<file path="config.mk">
export PLATFORM = sky130hd
export DESIGN_NAME = fifo_ctrl
export DESIGN_NICKNAME = d
export VERILOG_FILES = /design/src/rtl/fifo_ctrl.sv
export SDC_FILE = /design/constraint.sdc
export NUM_CORES = 1
export LEC_CHECK = 0
export CORE_MARGIN = 5
export CORE_UTILIZATION = 38
export DETAILED_ROUTE_END_ITERATION = 7
export PLACE_DENSITY = 0.82
export SYNTH_ARGS = -nofsm -noshare
export SYNTH_HDL_FRONTEND = slang
export SYNTH_SLANG_ARGS = --single-unit
</file>
<file path="constraint.sdc">
create_clock -name clk -period 3.3 [get_ports clk]
set_input_delay 0.825 -clock clk [delete_from_list [all_inputs] [get_ports clk]]
set_output_delay 0.825 -clock clk [all_outputs]
set_load 0.02 [all_outputs]
</file>
<file path="src/rtl/fifo_ctrl.sv">
// FIFO controller for an external single-port-per-direction RAM with registered read data.
// Arbitrates push/pop one-per-cycle (round-robin on conflict) and tracks occupancy and status flags.
module fifo_ctrl #(
  parameter int DATA_W = 10,
  parameter int ADDR_W = 3,
  parameter int AF_THR = 6,
  parameter int AE_THR = 2
) (
  input  logic              clk,
  input  logic              reset_L,
  input  logic              push,
  input  logic [DATA_W-1:0] data_in,
  input  logic              pop,
  output logic              push_ack,
  output logic              pop_ack,
  output logic              ram_we,
  output logic              ram_re,
  output logic [ADDR_W-1:0] ram_addr_w,
  output logic [ADDR_W-1:0] ram_addr_r,
  output logic [DATA_W-1:0] ram_data,
  output logic              rd_valid,
  output logic [ADDR_W:0]   count,
  output logic              full,
  output logic              empty,
  output logic              almost_full,
  output logic              almost_empty,
  output logic              overflow,
  output logic              underflow
);

  typedef enum logic {
    GRANT_PUSH = 1'b0,
    GRANT_POP  = 1'b1
  } grant_e;

  localparam logic [ADDR_W:0] FULL_CNT = (ADDR_W + 1)'(1) << ADDR_W;
  localparam logic [ADDR_W:0] AF_LVL   = AF_THR[ADDR_W:0];
  localparam logic [ADDR_W:0] AE_LVL   = AE_THR[ADDR_W:0];

  logic [ADDR_W-1:0] wr_ptr;
  logic [ADDR_W-1:0] rd_ptr;
  grant_e            last_grant;
  logic              push_ok;
  logic              pop_ok;

  assign full         = (count == FULL_CNT);
  assign empty        = (count == '0);
  assign almost_full  = (count >= AF_LVL);
  assign almost_empty = (count <= AE_LVL);

  // Only one RAM port is driven per cycle; on conflict alternate against the previous winner.
  always_comb begin
    push_ack = 1'b0;
    pop_ack  = 1'b0;
    push_ok  = push && !full;
    pop_ok   = pop && !empty;
    if (reset_L) begin
      if (push_ok && pop_ok) begin
        if (last_grant == GRANT_POP) push_ack = 1'b1;
        else                         pop_ack  = 1'b1;
      end else begin
        push_ack = push_ok;
        pop_ack  = pop_ok;
      end
    end
  end

  assign ram_we     = push_ack;
  assign ram_re     = pop_ack;
  assign ram_addr_w = wr_ptr;
  assign ram_addr_r = rd_ptr;
  assign ram_data   = data_in;

  always_ff @(posedge clk or negedge reset_L) begin
    if (!reset_L) begin
      wr_ptr     <= '0;
      rd_ptr     <= '0;
      count      <= '0;
      rd_valid   <= 1'b0;
      overflow   <= 1'b0;
      underflow  <= 1'b0;
      last_grant <= GRANT_POP;
    end else begin
      rd_valid  <= pop_ack;
      overflow  <= push && full;
      underflow <= pop && empty;
      if (push_ack) begin
        wr_ptr     <= wr_ptr + ADDR_W'(1);
        count      <= count + (ADDR_W + 1)'(1);
        last_grant <= GRANT_PUSH;
      end else if (pop_ack) begin
        rd_ptr     <= rd_ptr + ADDR_W'(1);
        count      <= count - (ADDR_W + 1)'(1);
        last_grant <= GRANT_POP;
      end
    end
  end

endmodule
</file>
==> results.py <==
metrics = {
    "die": {
        "ios": 45,
        "rows": 16,
        "core_um2": 1960,
        "die_w_um": 55.4,
        "die_h_um": 55.4,
        "dieArea_um2": 3070,
        "start_util_pct": 40.0,
    },
    "setup_path": {
        "worstSetupEndpointType": "output pin",
        "arrival_ns": 2.37,
        "cp_slowest_stage_delay_ns": 0.62,
        "crit_slowest_cell": "clkdlybuf4s50_1",
        "cp_cell_sequence": "clkdlybuf4s50_1, buf_4, o2111ai_2, inv_2, clkdlybuf4s50_1",
        "cp_top_family": "buffers and inverters",
        "path_common_cell": "clkdlybuf4s50_1",
        "worstPathRequired_ns": 2.47,
        "crit_type": "in -> out",
        "crit_fanout": 5,
        "cp.buffers_inverters": 4,
        "critPathLaunchType": "input port",
    },
    "final_layout": {
        "syn_to_final_growth_pct": 34.4,
        "final_area_um2": 1050,
        "num_antenna_cells": 0,
        "drive_gt1_share_pct": 24.4,
        "multi_input_area_um2": 335,
        "nFillCells": 187,
        "ff_latch_area_um2": 352,
        "post-route-util_pct": 53.8,
        "nets": 106,
    },
    "timing": {
        "min_period_ns": 3.19,
        "max_freq_ghz": 0.313,
        "relSlewSlack_pct": 67.9,
        "skew_ns": 0.00279,
        "worst_pin_slew_ns": 0.478,
        "setup_violations": 0,
        "period_share_pct": 96.7,
        "rsz0062_at_grt": "no",
        "tns_ns": 0,
        "drv_slew": 0,
        "hold_viol": 0,
    },
    "yosys": {
        "synthesis.area_um2": 785,
        "ys_warn_count": 0,
        "syn_nets": 83,
        "synth_cell_type_count": 25,
        "synth_top_area_cell": "dfrtp_1",
        "avgSynthCellArea_um2": 12.3,
        "syn_inst": 64,
        "synthTopCellsByCount": "dfrtp_1, buf_4, nand2_1, ha_1, xnor2_1",
        "netlist_top_cells_area": "dfrtp_1, buf_4, ha_1, xnor2_1, mux2_2",
        "synth.most_common_cell": "dfrtp_1",
        "async_reset_ff_share_pct": 100,
        "synth-edff-count": 0,
        "ys_seq_elements": 14,
        "seq_area_frac_synth_pct": 44.8,
        "netlist.area_leader.share_pct": 41.5,
        "ys.flop_type": "dfrtp_1",
    },
    "cts": {
        "cts-root-buf": "clkbuf_4",
        "htreeDepth": 1,
        "cts_tree": "built",
        "post_cts_buffers": 0,
        "numCtsBuffers": 3,
        "cts_sinks": 14,
        "cts_buffer_depth": 2,
        "insertion_delay_ns": 0.28,
        "clk_pin_slew_ns": 0.08,
    },
    "worst_hold_path": {
        "worstHoldPathType": "reg -> reg",
    },
    "outcome": {
        "status": "completed",
    },
    "detailed_routing": {
        "via_count": 544,
        "drt-pass1-iter-count": 2,
        "wl_um": 1610,
        "wl_per_cell_um": 14.2,
        "drtIter0Drc": 2,
        "avgViaCountPerCell": 4.81,
        "drc": 0,
        "ant_nets": 0,
    },
    "placement": {
        "port_buffers": 24,
        "dp.final_hpwl_um": 1350,
        "dpl_cell_area_um2": 1010,
        "gp_congestion": 0.763,
    },
    "global_route": {
        "globalRoute.totalOverflow": 0,
        "grt_max_degree": 10,
        "grt_first_pass_wirelength_um": 2800,
        "grt_pass1_vias": 575,
        "antenna_found_initial": 0,
        "grt_use_total_pct": 11.7,
    },
    "power_and_ir_drop": {
        "ir_drop_v": 0.000488,
        "p_leak_nw": 0.486,
        "power.density_nw_per_um2": 974,
    },
    "job": {
        "cap_violations": 0,
    },
}
power by group:
group          internal, W  switching [W]  total (W)
clock network    0.0000671      0.0000540   0.000121
registers         0.000249       0.000104   0.000352
logic             0.000293       0.000261   0.000553
logic make-up (layout without fill, tap and decap cells):
group	Yosys count	after routing	share of synthesized area [%]
AND/OR/NAND/NOR	11	11	8.29
AO/OA/AOI/OAI	9	9	12.1
XOR/XNOR	7	7	7.82
buffers and inverters	14	36	12.4
adder cells (fa/ha/maj)	5	5	8.93
flip-flops	14	14	44.8
multiplexers	4	4	5.58
final cells by class:
cell class | instances | area share (%)
clock buffer | 4 | 3.44
inverter | 2 | 0.712
multi-input combinational | 36 | 31.8
sequential | 14 | 33.3
tap | 27 | 3.20
timing repair buffer | 30 | 27.5
cells in the final DEF, fill, tap and decap left out, drive strengths merged, types with 2 or more instances in the layout:
cell,netlist,routed
clkbuf,0,4
dlymetal6s2s,0,2
inv,2,2
and2,2,2
xnor2,4,4
ha,4,4
a21o,2,2
clkdlybuf4s50,0,22
xor2,3,3
buf,12,6
mux2,3,3
dfrtp,13,13
nand2,6,6
state kept, by name (all words and copies together) (netlist names):
| register | count |
|---|---|
| last_grant | 1 |
| count | 4 |
| underflow | 1 |
| ram_addr_r | 3 |
| rd_valid | 1 |
| ram_addr_w | 3 |
| overflow | 1 |
per-layer routing:
metal	up-vias	wire length [µm]	GRT usage, %
li1	256	-	-
met1	262	606	11.2
met2	22	838	20.1
met3	4	140	5.83
met4	0	23	6.94
met5	-	0	0
final timing paths:
check | end | slack [ns] | start | cells past startpoint
max | push_ack | 0.11 | reset_L | 5
min in group asynchronous | ram_addr_r[0] | 0.91 | reset_L | 2
max reg2reg | count[3] | 0.81 | count[1] | 8
min reg2reg | ram_addr_r[2] | 0.48 | ram_addr_r[2] | 1
min | ram_addr_r[2] | 0.48 | ram_addr_r[2] | 1
max in group asynchronous | last_grant | 2.04 | reset_L | 3
per-stage QoR:
stage	hold slack [ns]	cells	total power, W	worst slack [ns]
final	0.480	113	0.00103	0.107
after global routing	0.523	113	0.00110	0.0447
after CTS	0.485	113	0.00104	0.00327
after detailed placement	0.473	109	0.000919	0.0180
after global placement	0.459	109	0.000897	0.131
after floorplan	0.529	64	0.000677	0.559
what timing repair did:
| item | in CTS | in global routing |
|---|---|---|
| setup endpoints to repair | 0 | 2 |
| hold buffers | 0 | 0 |
| resized for setup | 0 | 2 |
worst reg2reg max path: stages (launching register included):
cell and delay, ns:
dfrtp_1 0.49, or4b_4 0.63, o2111ai_2 0.13, buf_4 0.19
ha_1 0.24, a21o_1 0.18, a21oi_1 0.19, mux2i_1 0.24
xnor2_1 0.13
No activity file was read; power rests on OpenSTA's default activity.
